### config.mk
export PLATFORM = sky130hd
export DESIGN_NAME = wash_sched
export DESIGN_NICKNAME = d
export VERILOG_FILES = /design/src/rtl/wash_sched.sv
export SDC_FILE = /design/constraint.sdc
export NUM_CORES = 1
export LEC_CHECK = 0
export BUFFER_PORTS_ARGS = -buffer_cell sky130_fd_sc_hd__buf_2
export CORE_MARGIN = 2
export CORE_UTILIZATION = 56
export DETAILED_ROUTE_END_ITERATION = 7
export PLACE_DENSITY = 0.8
export RECOVER_POWER = 100
export SYNTH_ARGS = -nofsm -noshare
export SYNTH_HDL_FRONTEND = slang
export SYNTH_SLANG_ARGS = --single-unit
### constraint.sdc
create_clock -name clk -period 5.4 [get_ports clk]
set_clock_uncertainty 0.05 [all_clocks]
set_input_delay 0.27 -clock clk [delete_from_list [all_inputs] [get_ports clk]]
set_output_delay 0.27 -clock clk [all_outputs]
set_load 0.01 [all_outputs]
### src/rtl/wash_sched.sv
// wash_sched: timed forward/stop/reverse/stop agitation sequencer for the washer motor.
// Seconds come from a FREQ-cycle prescaler; completion is flagged on compl_n.
module wash_sched #(
    parameter int FREQ = 8,
    parameter int TW   = 8
) (
    input  logic          clk,
    input  logic          rst_n,
    input  logic          start,
    input  logic          pause,
    input  logic [TW-1:0] run_sec,
    input  logic [3:0]    fwd_sec,
    input  logic [3:0]    rev_sec,
    input  logic [3:0]    stop_sec,
    output logic [1:0]    motor,
    output logic          compl_n,
    output logic          busy,
    output logic [TW-1:0] remaining
);
    localparam int PW = $clog2(FREQ);
    localparam logic [PW-1:0] PRE_MAX = PW'(FREQ - 1);

    typedef enum logic [2:0] {IDLE, FWD, STOP1, REV, STOP2, DONE} state_t;

    state_t        state_q, state_d;
    logic [PW-1:0] pre_q, pre_d;
    logic [TW-1:0] rem_q, rem_d, rem_dec;
    logic [3:0]    phase_q, phase_d, phase_dec;
    logic [3:0]    fwd_q, fwd_d, rev_q, rev_d, stop_q, stop_d;
    logic [1:0]    motor_q, motor_d;
    logic          counting, tick, accept;

    assign busy      = state_q inside {FWD, STOP1, REV, STOP2};
    assign compl_n   = state_q != DONE;
    assign remaining = rem_q;
    assign motor     = motor_q;
    assign counting  = busy && !pause;
    assign tick      = counting && pre_q == PRE_MAX;
    assign accept    = start && (state_q == IDLE || state_q == DONE);
    assign phase_dec = phase_q - 4'd1;
    assign rem_dec   = (rem_q != '0) ? rem_q - TW'(1) : rem_q;

    always_comb begin
        state_d = state_q;
        pre_d   = pre_q;
        rem_d   = rem_q;
        phase_d = phase_q;
        fwd_d   = fwd_q;
        rev_d   = rev_q;
        stop_d  = stop_q;
        if (accept) begin
            fwd_d   = (fwd_sec == 4'd0) ? 4'd1 : fwd_sec;
            rev_d   = (rev_sec == 4'd0) ? 4'd1 : rev_sec;
            stop_d  = (stop_sec == 4'd0) ? 4'd1 : stop_sec;
            rem_d   = run_sec;
            pre_d   = '0;
            phase_d = fwd_d;
            state_d = (run_sec == '0) ? DONE : FWD;
        end else if (counting) begin
            pre_d = tick ? '0 : pre_q + PW'(1);
            if (tick) begin
                rem_d   = rem_dec;
                phase_d = phase_dec;
                // Program expiry wins over a phase boundary on the same tick
                if (rem_dec == '0) begin
                    state_d = DONE;
                end else if (phase_dec == 4'd0) begin
                    state_d = state_q == FWD ? STOP1 : state_q == STOP1 ? REV :
                              state_q == REV ? STOP2 : FWD;
                    phase_d = state_q == STOP1 ? rev_q : state_q == STOP2 ? fwd_q : stop_q;
                end
            end
        end
        motor_d = pause ? 2'b00 : state_d == FWD ? 2'b01 : state_d == REV ? 2'b10 : 2'b00;
    end

    always_ff @(posedge clk or negedge rst_n) begin
        if (!rst_n) begin
            state_q <= IDLE;
            pre_q   <= '0;
            rem_q   <= '0;
            phase_q <= 4'd1;
            fwd_q   <= 4'd1;
            rev_q   <= 4'd1;
            stop_q  <= 4'd1;
            motor_q <= 2'b00;
        end else begin
            state_q <= state_d;
            pre_q   <= pre_d;
            rem_q   <= rem_d;
            phase_q <= phase_d;
            fwd_q   <= fwd_d;
            rev_q   <= rev_d;
            stop_q  <= stop_d;
            motor_q <= motor_d;
        end
    end
endmodule

==> results.txt <==
The flow ran to the end, but the final reports show violations. The checks that failed: max-capacitance violations, max-slew violations. Setup repair after global routing left no endpoint under its margin. The clock latency of the later-clocked register in the worst-skew pair is 0.35 ns.

The areal power density over the cells is 499 nW/um2. The core region area is 3390 um2. For this run, the leading register cell type out of synthesis is sky130_fd_sc_hd__dfrtp_1. After the first detailed-routing iteration, the DRC count stood at 149. In this run the worst hold path is classified as in2reg. In the post-route analysis, the smallest setup slack over all paths is 2.46 ns. For this configuration, the core starts out at a cell density of 0.589. Based on the critical path, the design can be clocked at up to 340 MHz. The via count of the first global-routing pass is 1933.

Each instance of the synthesized netlist takes up on average 8.35 um2. The area fraction of the dominant cell type after synthesis came out at 0.351. The mapped cell area is 2000 um2. The number of flops mapped to enable cells by yosys is 0. The kind of start point of the critical path is a register.

The total number of H-tree levels came out at 2. The remaining antenna violation count is 0. In the routed design, unresolved DRC markers number 0. The worst slew margin relative to its limit is -0.125.

The maximum number of pins on one net before global-route repair came out at 33. The per-cell via count in the routed design came out at 6.07. The length of routed met3 wiring is 225 um.

The mean routed wirelength per cell is 15.1 um. Summed over all failing endpoints, the final setup total negative slack is 0 ns. Counting instances, the worst hold path has a depth of 3. Sorting the synthesized cells by area gives the leading types as sky130_fd_sc_hd__dfrtp_1 (35%), sky130_fd_sc_hd__nand2_1 (8.5%), sky130_fd_sc_hd__dfstp_2 (5.3%). The routed layout has 1936 vias. The ratio of cells with drive above 1 in the final layout is 0.143. During synthesis, Yosys emitted a total of 0 warnings. The final routed wirelength across all metal layers is 4.83 mm. In this run the core area contains 21 standard-cell rows.

The final hold violation count was 0. The number of fillers in the final layout is 315. The worst endpoint required time is 5.61 ns. The horizontal die dimension came out at 63.7 um. The wire length on met2 is 2.39 mm. The wire length of the first global-routing pass is 8.35 mm. The chip height came out at 63.7 um. The highest metal layer used by the detailed router is met4.

The total of flip-flops plus latches after synthesis came out at 32. The max-slew violation count came to 33. The routed metal-1 wirelength came out at 2.12 mm.

The sequential share of the synthesized area is 0.404. The combined area of the multi-input logic cells is 1090 um2. After clock tree synthesis, the clock-pin slew on the worst setup and hold paths is 0.11 ns. The count of TritonRoute iterations in the first routing pass is 4. The remaining global-route overflow came out at 0. Across the VDD grid, the largest voltage drop is 306 uV. The maximum root-to-sink buffer count is 2. Among all stages on the critical path, the largest delay is contributed by sky130_fd_sc_hd__or4b_1. The number of max-capacitance violations reported came out at 1.

The critical path arrival came out at 3.16 ns. In this run the static leakage power is 0.980 nW. The tree built by TritonCTS fans out to 32 sinks. The cell area reported after detailed placement is 2190 um2.

The worst setup slack after placement came out at 2.74 ns. The cell count of the worst reg-to-reg path came out at 8. Routability-driven placement finished with a final weighted congestion of 0.903. The area of the die is 4060 um2. Walking the worst path, the cells encountered are inv_1, ha_1, or4b_1, or3_1, a31o_1, a31oi_1, mux2_1, o221ai_2. The largest single stage delay on the critical path is 0.56 ns. The HPWL reported at the end of detailed placement came out at 3.47 mm.

For this design the top-level I/O count stands at 36. The pin slew with the least headroom to its limit came out at 1.69 ns. The number of I/O port buffers is 35.

With fillers left out, the area of the finished cells amounts to 2260 um2. The TritonCTS clock tree is done. Dividing the final minimum period by the clock period gives 0.545. The tree is rooted in a sky130_fd_sc_hd__clkbuf_4.

The CTS buffer count is 5. The fraction of synthesis flops using an asynchronous set or reset pin is 1.00. The maximum net fanout on the critical path is 8.

In this run the post-CTS setup repair buffer count came out at 0. Sorting the synthesized cells by how often they occur yields sky130_fd_sc_hd__nand2_1 (45), sky130_fd_sc_hd__dfrtp_1 (28), sky130_fd_sc_hd__nor2_1 (24). The post-cts resize count is 0. The count of unique library cells instantiated by Yosys came out at 48.

The post-route minimum period is 2.94 ns. The worst setup path is captured at a register. The worst setup path is of the reg2reg kind. The synthesis-to-finish area growth came out at 13.3%. For this run, the total global-route usage over all layers was measured as 0.264. The number of failing setup endpoints in the final timing report is 0. The number of antenna violations at the first check in global routing was 0. The library cell with the largest summed area after synthesis is sky130_fd_sc_hd__dfrtp_1. The final antenna diode count came out at 0. The final net count came out at 301. Yosys instantiated no cell more often than sky130_fd_sc_hd__nand2_1.

The net count after synthesis is 268. The register area came out at 806 um2. The number of instances in the synthesized netlist came out at 239.
-- metal layers --
metal / GRT usage / up-vias
met5: 0 / -
met4: 0.144 / 0
met3: 0.0482 / 10
met2: 0.458 / 64
met1: 0.305 / 920
li1: - / 942
-- flip-flops by register name (all words and copies together) (netlist names) --
register	cells
stop_q	4
rev_q	4
remaining	8
pre_q	3
motor	2
phase_q	4
fwd_q	4
state_q	3
-- what timing repair did --
action | CTS | global route
setup endpoints to repair | 0 | 0
hold buffers | 1 | 0
endpoints found under the hold margin | 28 | 0
-- worst max-delay path: cells and delay by family, from the launching register on --
family | cells | cell delay, ns
and+or+nand+nor | 2 | 0.90
AOI/OAI and AO/OA | 3 | 0.72
DFF | 1 | 0.47
muxes | 1 | 0.39
adders and majority gates | 1 | 0.23
buffers and inverters | 1 | 0.09
-- final cells by class --
class | instances | share of cell area
Timing Repair Buffer | 37 | 0.0780
Inverter | 10 | 0.0166
Clock inverter | 1 | 0.0133
Clock buffer | 7 | 0.0288
Tap cell | 46 | 0.0255
Multi-Input combinational cell | 186 | 0.481
Sequential cell | 32 | 0.356
-- cell families (layout without fill, tap and decap cells) --
logic type / after synthesis / count (layout) / share of synthesized area
AOI/OAI and AO/OA: 62 / 62 / 0.221
xor gates and xnor gates: 2 / 2 / 0.00878
adders and majority gates: 5 / 5 / 0.0313
buffers and inverters: 21 / 55 / 0.0395
DFF: 32 / 32 / 0.404
muxes: 2 / 2 / 0.0125
and+or+nand+nor: 115 / 115 / 0.283
-- worst paths after layout --
kind,from,to,slack [ns]
worst max-delay path,remaining[0],phase_q[1],2.46
worst min-delay path,stop_sec[2],stop_q[2],0.08
worst max register to register,remaining[0],phase_q[1],2.46
worst min register to register,rev_q[0],rev_q[0],0.41
max in group asynchronous,rst_n,rev_q[2],3.49
min in group asynchronous,rst_n,remaining[0],0.83
-- through the flow --
step	hold slack [ns]	power [mW]	cells	util
2_1_floorplan	-0.0756	0.803	239	-
3_5_place_dp	0.307	0.944	310	0.647
6_report	0.0767	1.13	319	0.667
4_1_cts	0.0646	1.16	319	0.678
3_3_place_gp	0.302	0.929	310	0.647
5_1_grt	0.0745	1.22	319	0.667
-- report_power, final --
group	switching (mW)	internal, mW	leakage [nW]	total (mW)
logic	0.241	0.193	0.548	0.434
clock network	0.0875	0.123	0.0515	0.210
registers	0.131	0.353	0.380	0.484
total	0.459	0.669	0.980	1.13
-- layout by cell type, fill, tap and decap left out, types with 2 or more instances in the layout --
cell type / n
sky130_fd_sc_hd__a21oi_1: 13
sky130_fd_sc_hd__a221o_1: 3
sky130_fd_sc_hd__a22oi_1: 3
sky130_fd_sc_hd__a311oi_1: 3
sky130_fd_sc_hd__a31o_2: 2
sky130_fd_sc_hd__a31oi_1: 3
sky130_fd_sc_hd__and4_1: 3
sky130_fd_sc_hd__and4b_1: 2
sky130_fd_sc_hd__buf_2: 22
sky130_fd_sc_hd__clkbuf_1: 13
sky130_fd_sc_hd__clkbuf_4: 5
sky130_fd_sc_hd__clkbuf_8: 2
sky130_fd_sc_hd__dfrtp_1: 28
sky130_fd_sc_hd__dfstp_2: 3
sky130_fd_sc_hd__ha_1: 5
sky130_fd_sc_hd__inv_1: 10
sky130_fd_sc_hd__nand2_1: 45
sky130_fd_sc_hd__nand2b_1: 6
sky130_fd_sc_hd__nand3b_1: 3
sky130_fd_sc_hd__nor2_1: 24
sky130_fd_sc_hd__nor3_1: 12
sky130_fd_sc_hd__nor4_1: 2
sky130_fd_sc_hd__o2111ai_1: 2
sky130_fd_sc_hd__o211ai_1: 3
sky130_fd_sc_hd__o21ai_0: 12
sky130_fd_sc_hd__o221ai_1: 4
sky130_fd_sc_hd__o22ai_1: 8
sky130_fd_sc_hd__or2_2: 2
sky130_fd_sc_hd__or3_1: 5
Note: power is estimated with default switching activity, not from simulation.
